<file path="src/rtl/keypad_pkg.sv">
// Shared constants for the 4x3 matrix keypad scanner.
// Key position p = row*3 + col, row 0 = 1-2-3, col 0 = left.
package keypad_pkg;

  localparam int NUM_ROWS = 4;
  localparam int NUM_COLS = 3;
  localparam int NUM_KEYS = NUM_ROWS * NUM_COLS;

  localparam logic [3:0] KEY_STAR = 4'd10;
  localparam logic [3:0] KEY_HASH = 4'd11;
  localparam logic [3:0] KEY_NONE = 4'd15;

  localparam logic [3:0] POS_CODE [NUM_KEYS] = '{
    4'd1, 4'd2, 4'd3,
    4'd4, 4'd5, 4'd6,
    4'd7, 4'd8, 4'd9,
    KEY_STAR, 4'd0, KEY_HASH
  };

endpackage

</file>
<file path="src/rtl/keypad_scanner_if.sv">
// Debounced keypad outputs as seen by the game top.
// The scanner drives the master side; consumers attach to the slave side.
interface keypad_scanner_if;

  logic [9:0] Keypad;
  logic       KeypadHash;
  logic       KeypadStar;
  logic [3:0] KEY_CODE;
  logic       KEY_PRESS;

  modport master (output Keypad, KeypadHash, KeypadStar, KEY_CODE, KEY_PRESS);
  modport slave  (input  Keypad, KeypadHash, KeypadStar, KEY_CODE, KEY_PRESS);

endinterface

</file>
<file path="src/rtl/keypad_debounce.sv">
// Frame-level debouncer: a new frame is committed only after it has been
// seen unchanged for DEBOUNCE_SCANS consecutive frame comparisons.
module keypad_debounce
  import keypad_pkg::*;
#(
  parameter int DEBOUNCE_SCANS = 4
) (
  input  logic                CLK,
  input  logic                RST,
  input  logic                frame_valid,
  input  logic [NUM_KEYS-1:0] frame,
  output logic [NUM_KEYS-1:0] debounced,
  output logic                rise
);

  localparam logic [3:0] DB_TARGET = 4'(DEBOUNCE_SCANS);

  logic [NUM_KEYS-1:0] prev_snapshot;
  logic [3:0]          stable_cnt;
  logic [3:0]          stable_nxt;
  logic                commit;

  always_comb begin
    stable_nxt = 4'd0;
    if (frame == prev_snapshot)
      stable_nxt = (stable_cnt == 4'hF) ? stable_cnt : stable_cnt + 4'd1;
  end

  assign commit = (stable_nxt == DB_TARGET) && (frame != debounced);

  always_ff @(posedge CLK or posedge RST) begin
    if (RST) begin
      prev_snapshot <= '0;
      stable_cnt    <= 4'd0;
      debounced     <= '0;
      rise          <= 1'b0;
    end else begin
      rise <= 1'b0;
      if (frame_valid) begin
        prev_snapshot <= frame;
        stable_cnt    <= stable_nxt;
        if (commit) begin
          debounced <= frame;
          // Only newly pressed keys pulse; pure releases stay silent.
          rise      <= |(frame & ~debounced);
        end
      end
    end
  end

endmodule

</file>
<file path="src/rtl/keypad_scanner.sv">
// 4x3 matrix keypad scanner: one active-low column at a time, two-flop row
// sync, frame debounce, registered level / lowest-code / press outputs.
module keypad_scanner
  import keypad_pkg::*;
#(
  parameter int SCAN_DIV       = 2500,
  parameter int DEBOUNCE_SCANS = 4
) (
  input  logic                CLK,
  input  logic                RST,
  input  logic [NUM_ROWS-1:0] KEY_ROW,
  output logic [NUM_COLS-1:0] KEY_COL,
  keypad_scanner_if.master    kp
);

  localparam int               DIV_W    = $clog2(SCAN_DIV);
  localparam logic [DIV_W-1:0] DIV_LAST = DIV_W'(SCAN_DIV - 1);
  localparam logic [1:0]       COL_LAST = 2'(NUM_COLS - 1);

  logic [NUM_ROWS-1:0] row_meta;
  logic [NUM_ROWS-1:0] row_sync;
  logic [DIV_W-1:0]    div_cnt;
  logic [1:0]          col;
  logic [1:0]          col_nxt;
  logic [NUM_KEYS-1:0] snapshot;
  logic [NUM_KEYS-1:0] frame;
  logic [NUM_KEYS-1:0] debounced;
  logic                sample;
  logic                frame_valid;
  logic                rise;
  logic [3:0]          code_nxt;

  assign sample      = (div_cnt == DIV_LAST);
  assign frame_valid = sample && (col == COL_LAST);
  assign col_nxt     = (col == COL_LAST) ? 2'd0 : col + 2'd1;

  // Frame vector including the column being sampled this cycle.
  always_comb begin
    frame = snapshot;
    if (sample)
      for (int r = 0; r < NUM_ROWS; r++)
        frame[4'(r * NUM_COLS) + {2'b00, col}] = ~row_sync[r];
  end

  always_ff @(posedge CLK or posedge RST) begin
    if (RST) begin
      row_meta <= '1;
      row_sync <= '1;
      div_cnt  <= '0;
      col      <= 2'd0;
      KEY_COL  <= 3'b110;
      snapshot <= '0;
    end else begin
      row_meta <= KEY_ROW;
      row_sync <= row_meta;
      if (sample) begin
        div_cnt  <= '0;
        col      <= col_nxt;
        KEY_COL  <= ~(NUM_COLS'(1) << col_nxt);
        snapshot <= frame;
      end else begin
        div_cnt <= div_cnt + DIV_W'(1);
      end
    end
  end

  keypad_debounce #(
    .DEBOUNCE_SCANS (DEBOUNCE_SCANS)
  ) u_debounce (
    .CLK         (CLK),
    .RST         (RST),
    .frame_valid (frame_valid),
    .frame       (frame),
    .debounced   (debounced),
    .rise        (rise)
  );

  always_comb begin
    code_nxt = KEY_NONE;
    for (int p = 0; p < NUM_KEYS; p++)
      if (debounced[p] && (POS_CODE[p] < code_nxt))
        code_nxt = POS_CODE[p];
  end

  // Digits 1-9 sit at positions 0-8, digit 0 at 10, * at 9, # at 11.
  always_ff @(posedge CLK or posedge RST) begin
    if (RST) begin
      kp.Keypad     <= '0;
      kp.KeypadHash <= 1'b0;
      kp.KeypadStar <= 1'b0;
      kp.KEY_CODE   <= KEY_NONE;
      kp.KEY_PRESS  <= 1'b0;
    end else begin
      kp.Keypad     <= {debounced[8:0], debounced[10]};
      kp.KeypadHash <= debounced[11];
      kp.KeypadStar <= debounced[9];
      kp.KEY_CODE   <= code_nxt;
      kp.KEY_PRESS  <= rise;
    end
  end

endmodule
</file>
<file path="src/flat_wrapper.sv">
// flat-port wrapper written by rule: the top's interface ports become plain ports
module keypad_scanner_flat import keypad_pkg::*;
#(
  parameter int SCAN_DIV       = 2500,
  parameter int DEBOUNCE_SCANS = 4
)
  (CLK, RST, KEY_ROW, KEY_COL, kp_Keypad, kp_KeypadHash, kp_KeypadStar, kp_KEY_CODE, kp_KEY_PRESS);
  keypad_scanner_if kp_i ();
  input  logic CLK;
  input  logic RST;
  input  logic [NUM_ROWS-1:0] KEY_ROW;
  output logic [NUM_COLS-1:0] KEY_COL;
  output wire logic [$bits(kp_i.Keypad)-1:0] kp_Keypad;
  output wire logic [$bits(kp_i.KeypadHash)-1:0] kp_KeypadHash;
  output wire logic [$bits(kp_i.KeypadStar)-1:0] kp_KeypadStar;
  output wire logic [$bits(kp_i.KEY_CODE)-1:0] kp_KEY_CODE;
  output wire logic [$bits(kp_i.KEY_PRESS)-1:0] kp_KEY_PRESS;
  assign kp_Keypad = kp_i.Keypad;
  assign kp_KeypadHash = kp_i.KeypadHash;
  assign kp_KeypadStar = kp_i.KeypadStar;
  assign kp_KEY_CODE = kp_i.KEY_CODE;
  assign kp_KEY_PRESS = kp_i.KEY_PRESS;
  keypad_scanner #(.SCAN_DIV(SCAN_DIV), .DEBOUNCE_SCANS(DEBOUNCE_SCANS)) u_core (.CLK(CLK), .RST(RST), .KEY_ROW(KEY_ROW), .KEY_COL(KEY_COL), .kp(kp_i));
endmodule
</file>
<file path="config.mk">
export PLATFORM = sky130hd
export DESIGN_NAME = keypad_scanner_flat
export DESIGN_NICKNAME = d
export VERILOG_FILES = /design/src/rtl/keypad_pkg.sv /design/src/rtl/keypad_scanner_if.sv /design/src/rtl/keypad_debounce.sv /design/src/rtl/keypad_scanner.sv /design/src/flat_wrapper.sv
export SDC_FILE = /design/constraint.sdc
export NUM_CORES = 1
export LEC_CHECK = 0
export ABC_AREA = 1
export CORE_MARGIN = 4
export CORE_UTILIZATION = 55
export CTS_BUF_LIST = sky130_fd_sc_hd__clkbuf_8
export CTS_CLUSTER_DIAMETER = 40
export DETAILED_ROUTE_END_ITERATION = 8
export PLACE_DENSITY = 0.76
export SLEW_MARGIN = 20
export SYNTH_ARGS = -nofsm -noshare
export SYNTH_HDL_FRONTEND = slang
export SYNTH_SLANG_ARGS = --single-unit
</file>
<file path="constraint.sdc">
create_clock -name CLK -period 7.4 [get_ports CLK]
set_clock_uncertainty 0.15 [all_clocks]
set_input_delay 2.22 -clock CLK [delete_from_list [all_inputs] [get_ports CLK]]
set_output_delay 2.22 -clock CLK [all_outputs]
set_load 0.01 [all_outputs]
</file>
==> impl_metrics.csv, run 1 <==
group,metric,value,unit
setup_path,startpoint_type,"flop",
floorplan,die_h,97.4,µm
finish,drive_above_1_share,10.7,%
global_routing,gr-usage-all-layers,20.9,%
drt,drtIter0Drc,186,
setup_path,crit_end,"KEY_COL[1]",
sta,setup_tns,0,ns
floorplan,die_x,97.4,µm
cts,cts-root-buf,"clkbuf_8",
synthesis,yosysSeqAreaShare,47.6,%
hold_path,worst_hold_path_type,"flop to flop",
global_routing,antenna_found_initial,0,
cts,clock_path_buffers,2,
sta,rsz0062_at_grt,"false",
placement,dp_hpwl,6.56,mm
setup_path,regToRegEndpoint,"u_core.u_debounce.debounced[10]",
drt,detail_route.vias_per_cell,5.16,
finish,layout.nets,593,
sta,fin_crit_sh,51.1,%
cts,cts.sinks,83,
synthesis,synth-seq-cells,83,
synthesis,synth_top_area_share,39.2,%
power_and_ir_drop,pwr-share-clk,41.7,%
synthesis,yosys-top-cells-count,"165 x nand2_1, 88 x inv_1, 69 x dfrtp_1",
setup_path,critical_path_required,5.03,ns
sta,slew_viol_final,0,
power_and_ir_drop,leakage,0.00268,µW
drt,dr.pass1.iters,5,
cts,postCtsSetupBuffers,0,
power_and_ir_drop,seqPwrFrac,56.5,%
drt,wl_per_cell,13.6,µm
synthesis,async_flop_share,100,%
global_routing,grt_overflow,0,
setup_path,cp-end-kind,"output port",
power_and_ir_drop,power.total,813,µW
power_and_ir_drop,vdd_drop_max,0.0000850,V
synthesis,netlist_area,4400,µm²
sta,hold_violations,0,
setup_path,r2r_setup_slack,3.89,ns
cts,cts_resized,0,
drt,routed_wl,9.12,mm
synthesis,yosysTopAreaCell,"dfrtp_1",
cts,cts_made_buffers,9,
synthesis,synth_fp_nets,566,
synthesis,syn_avg_cell_area,8.16,µm²
synthesis,synth_area_leaders,"dfrtp_1 39%, nand2_1 14%, dfstp_2 8.4%, inv_1 7.5%, ha_1 6.0%",
sta,layout_min_cycle_time,3.78,ns
setup_path,critPathBufInv,1,
drt,ant_nets,0,
cts,insertion_delay,0.35,ns
global_routing,grt_pass1_vias,3413,
setup_path,worstPathCellList,"clkdlybuf4s50_1",
setup_path,r2r-start,"u_core.col[0]",
setup_path,arrival,1.41,ns
setup_path,worst-path-max-fanout,2,
synthesis,synth_ff_type,"dfrtp_1",
cts,cts_tree,"done",
cts,postCtsHoldBufs,0,
power_and_ir_drop,netSwitchingPower,183,µW
global_routing,grt_max_degree,84,
cts,cts-htree-levels,3,
cts,cts.reportedPaths.clkPinSlew,0.08,ns
setup_path,worstSetupPathType,"flop to output port",
placement,port-buffer-count,25,
floorplan,ios,26,
floorplan,core_area,7770,µm²
power_and_ir_drop,power_density,165,nW/µm²
placement,gp_congestion,0.895,
setup_path,cpPeakStageDelay,0.54,ns
setup_path,startpoint,"u_core.KEY_COL[1]",
synthesis,syn-instance-count,539,
finish,n_antenna_cell,0,
finish,area_growth,11.8,%
floorplan,die-area,9500,µm²
sta,setup_violations,0,
floorplan,start_util,56.7,%
power_and_ir_drop,p_int,630,µW
synthesis,synth.distinct_cells,41,
setup_path,reg2reg_depth,18,
setup_path,crit_cells,1,
setup_path,cp_slowest_cell,"dfstp_2",
sta,worst_pin_slew,0.724,ns
synthesis,synth-edff-count,0,
status,outcome,"finished, final reports clean",
power_and_ir_drop,sw_frac_of_total,22.5,%
flow_run,maxCapViolCount,0,
floorplan,core.rowCount,32,
setup_path,cp_top_family,"flip-flops",
sta,fmax,0.264,GHz
sta,max-slew-margin-rel,51.7,%
drt,drc,0,
synthesis,yosys_warnings,0,
global_routing,grt_pass1_wl,16.1,mm
synthesis,synth.most_common_cell,"nand2_1",
power_and_ir_drop,pwr-share-comb,1.8,%
drt,vias,3472,
-- cells by family (layout without fill, tap and decap cells) --
family | Yosys count | in the layout | synth area share [%]
simple gates | 270 | 270 | 28.8
buf+inv | 101 | 133 | 9.61
flops | 83 | 83 | 47.6
compound gates | 61 | 61 | 7.42
fa+ha+maj | 21 | 21 | 5.97
xor+xnor | 2 | 2 | 0.398
mux | 1 | 1 | 0.227
-- worst min-delay path by stage --
stage	startpoint	to	slack, ns	depth (start not counted)
finish	u_core.u_debounce.rise	u_core.kp.KEY_PRESS	0.20	0
global route	u_core.row_meta[3]	u_core.row_sync[3]	0.21	0
CTS	u_core.u_debounce.rise	u_core.kp.KEY_PRESS	0.20	0
detailed placement	u_core.u_debounce.rise	u_core.kp.KEY_PRESS	0.18	0
global placement	u_core.u_debounce.rise	u_core.kp.KEY_PRESS	0.18	0
floorplan	u_core.u_debounce.rise	u_core.kp.KEY_PRESS	0.18	0
-- through the flow --
step / hold slack (ns) / utilization (%) / cell area [µm²] / worst slack (ns) / cells
after detailed placement: 0.185 / 60.6 / 4710 / 3.65 / 657
after floorplan: 0.181 / - / 4400 / 2.92 / 539
after global routing: 0.212 / 63.4 / 4920 / 3.53 / 673
final: 0.204 / 63.4 / 4920 / 3.62 / 673
after CTS: 0.204 / 63.3 / 4920 / 3.60 / 673
after global placement: 0.183 / 60.6 / 4710 / 3.68 / 657
-- flip-flops by register name, indices dropped and copies added (netlist names), 10 cells and up --
signal                           flops
u_core.u_debounce.debounced         12
u_core.div_cnt                      12
u_core.snapshot                     12
u_core.kp.Keypad                    10
u_core.u_debounce.prev_snapshot     12
-- area by class of cell --
cell class	instances	area, µm²
Fill cell	659	2850
Multi-Input combinational cell	355	1880
Clock inverter	6	71.3
Timing Repair Buffer	26	262
Tap cell	102	128
Sequential cell	83	2090
Clock buffer	10	138
Inverter	91	345
-- placed cells by master, fill, tap and decap left out, types with 12 or more instances in the layout --
master,n
o21ai_0,32
inv_1,87
nor2_1,24
ha_1,21
dfstp_2,14
nand3_1,35
dfrtp_1,69
clkdlybuf4s50_1,25
nand2_1,165
a21oi_1,12
-- power by group through the flow --
stage / logic (µW) / clock network [µW] / registers (µW)
6_report: 14.5 / 339 / 459
2_1_floorplan: 8.95 / 0 / 467
3_3_place_gp: 14.7 / 0 / 468
4_1_cts: 15.2 / 346 / 459
3_5_place_dp: 15.2 / 0 / 468
5_1_grt: 17.6 / 372 / 460
-- layer usage --
metal / global-route usage [%] / share of wire (%) / up-vias
li1: - / - / 1754
met1: 27.8 / 45 / 1625
met2: 34.2 / 48 / 75
met3: 2.94 / 3.4 / 18
met4: 9.16 / 2.8 / 0
met5: 0 / 0 / -
(Power assumes the default switching activity.)
==> run 2, diff against run 1 <==
Clock period 7.4 ns to 3.9 ns, I/O delays scaled along.
==> run 2 against run 1 <==
  * Final cell count stayed put
  * Count of clock-buffer cells in the layout stayed put
  * Sequential power is 90% higher
  * Sequential cell count stayed put
  * Critical path type is now flop to flop
  * Critical endpoint is now u_core.u_debounce.debounced[0]
==> impl_metrics.csv, run 2 (synthesis gave the netlist of run 1 again) <==
group,metric,value,unit
floorplan,die_h,97.4,µm
sta,layout_min_cycle_time,3.47,ns
placement,place_worst_setup_slack,0.497,ns
floorplan,start_util,56.7,%
power_and_ir_drop,power_density,314,nW/µm²
finish,n_antenna_cell,0,
sta,hold_violations,0,
setup_path,reg2reg_depth,18,
drt,drc,0,
drt,routed_wl,9.30,mm
cts,cts-htree-levels,3,
setup_path,worstPathCellList,"inv_1 > ha_1 > nand2_1 > nor2_1 > o21ai_0 > inv_1 > nand2_1 > nand2_1 > inv_1 > ha_1 > nand4_1 > nor3_1 > or2_2 > inv_1 > nand2_4 > nor2_4 > nand2_1 > nand2_1",
drt,ant_nets,0,
power_and_ir_drop,leakage,0.00269,µW
cts,cts_made_buffers,9,
sta,rsz0062_at_grt,"false",
global_routing,grt_pass1_wl,16.0,mm
drt,dr.pass1.iters,4,
sta,fmax,0.288,GHz
setup_path,worstSetupPathType,"flop to flop",
cts,postCtsSetupBuffers,0,
drt,wl_per_cell,13.8,µm
setup_path,critPathBufInv,4,
cts,cts-root-buf,"clkbuf_8",
sta,max-slew-margin-rel,59.2,%
drt,drtIter0Drc,170,
finish,layout_commonest_cell,"nand2_1",
cts,postCtsHoldBufs,0,
setup_path,cp_slowest_cell,"dfrtp_1",
finish,layout.nets,593,
floorplan,die_x,97.4,µm
global_routing,grt_overflow,0,
setup_path,arrival,3.61,ns
sta,fin_ws,0.432,ns
cts,cts.sinks,83,
setup_path,r2r-start,"u_core.col[1]",
placement,dp_hpwl,6.92,mm
global_routing,gr-usage-all-layers,20.9,%
sta,holdWs,0.203,ns
power_and_ir_drop,vdd_drop_max,0.000179,V
hold_path,worst_hold_path.endpoint,"u_core.row_sync[0]",
finish,nFillCells,679,
cts,cts_resized,0,
flow_run,maxCapViolCount,0,
global_routing,grt_pass1_vias,3417,
setup_path,regToRegEndpoint,"u_core.u_debounce.debounced[0]",
placement,gp_congestion,0.853,
finish,final_cell_mix,"165 x nand2_1, 87 x inv_1, 69 x dfrtp_1, 35 x nand3_1, 32 x o21ai_0",
drt,detail_route.vias_per_cell,5.15,
status,outcome,"finished, final reports clean",
setup_path,cp-end-kind,"flop",
drt,vias,3466,
setup_path,crit_top_cell,"nand2_1",
cts,clock_path_buffers,2,
hold_path,worst_hold_path_type,"flop to flop",
sta,setup_tns,0,ns
floorplan,core_area,7770,µm²
setup_path,cp_top_family,"simple AND/OR/NAND/NOR gates",
setup_path,critical_path_required,4.04,ns
setup_path,cpPeakStageDelay,0.51,ns
floorplan,core.rowCount,32,
setup_path,worst-path-max-fanout,14,
cts,insertion_delay,0.36,ns
sta,worst_pin_slew,0.611,ns
sta,slew_viol_final,0,
sta,fin_crit_sh,88.9,%
setup_path,startpoint_type,"flop",
cts,cts.reportedPaths.clkPinSlew,0.09,ns
finish,area_growth,12.1,%
global_routing,antenna_found_initial,0,
cts,cts_tree,"done",
global_routing,grt_max_degree,51,
floorplan,die-area,9500,µm²
sta,setup_violations,0,
finish,drive_above_1_share,10.7,%
floorplan,ios,26,
placement,port-buffer-count,25,
setup_path,r2r_setup_slack,0.43,ns
hold_path,whs_path_depth,0,
hold_path,hold_start,"u_core.row_meta[0]",
[run 2: final cells by class]
cell class	count	area, µm²	share of cell area (%)
clock buffer	10	138	2.79
clock inverter	6	72.6	1.47
multi-input combinational	355	1880	38.2
timing repair buffer	26	270	5.48
inverter	91	345	7.00
sequential	83	2090	42.5
tap	102	128	2.59
[run 2: how the worst max path moves through the flow]
stage / to / slack [ns] / start / cells after the start
finish: u_core.u_debounce.debounced[0] / 0.43 / u_core.col[1] / 18
global route: u_core.u_debounce.debounced[0] / 0.15 / u_core.col[0] / 19
CTS: u_core.u_debounce.debounced[0] / 0.46 / u_core.col[1] / 18
detailed placement: u_core.u_debounce.debounced[11] / 0.50 / u_core.col[1] / 18
global placement: u_core.u_debounce.debounced[4] / 0.58 / u_core.col[1] / 18
floorplan: u_core.KEY_COL[0] / 0.47 / RST / 1
[run 2: power breakdown]
part / leakage [µW] / switching, µW / internal (µW)
combinational: 0.00148 / 21.3 / 8.15
clock: 0.000109 / 328 / 321
sequential: 0.00110 / 3.04 / 868
total: 0.00269 / 353 / 1200
[run 2: per-layer routing]
layer	vias to the layer above	GRT usage [%]	wire length, µm
li1	1748	-	-
met3	16	4.02	336
met2	64	34.9	4590
met5	-	0	0
met4	0	6.71	155
met1	1638	27.5	4220
[run 2: metrics by stage]
| stage | instance area [µm²] | util [%] | std cells | total power (µW) |
|---|---|---|---|---|
| after floorplan | 4400 | - | 539 | 903 |
| after global placement | 4720 | 60.8 | 657 | 917 |
| after detailed placement | 4720 | 60.8 | 657 | 918 |
| after CTS | 4930 | 63.5 | 673 | 1570 |
| after global routing | 4930 | 63.5 | 673 | 1620 |
| final | 4930 | 63.5 | 673 | 1550 |
==> run 3, diff against run 2 <==
Settings changed: CTS_BUF_LIST sky130_fd_sc_hd__clkbuf_8 to default.
==> results of run 3 <==
The final DEF is identical to that of run 2; final timing and power are the same.
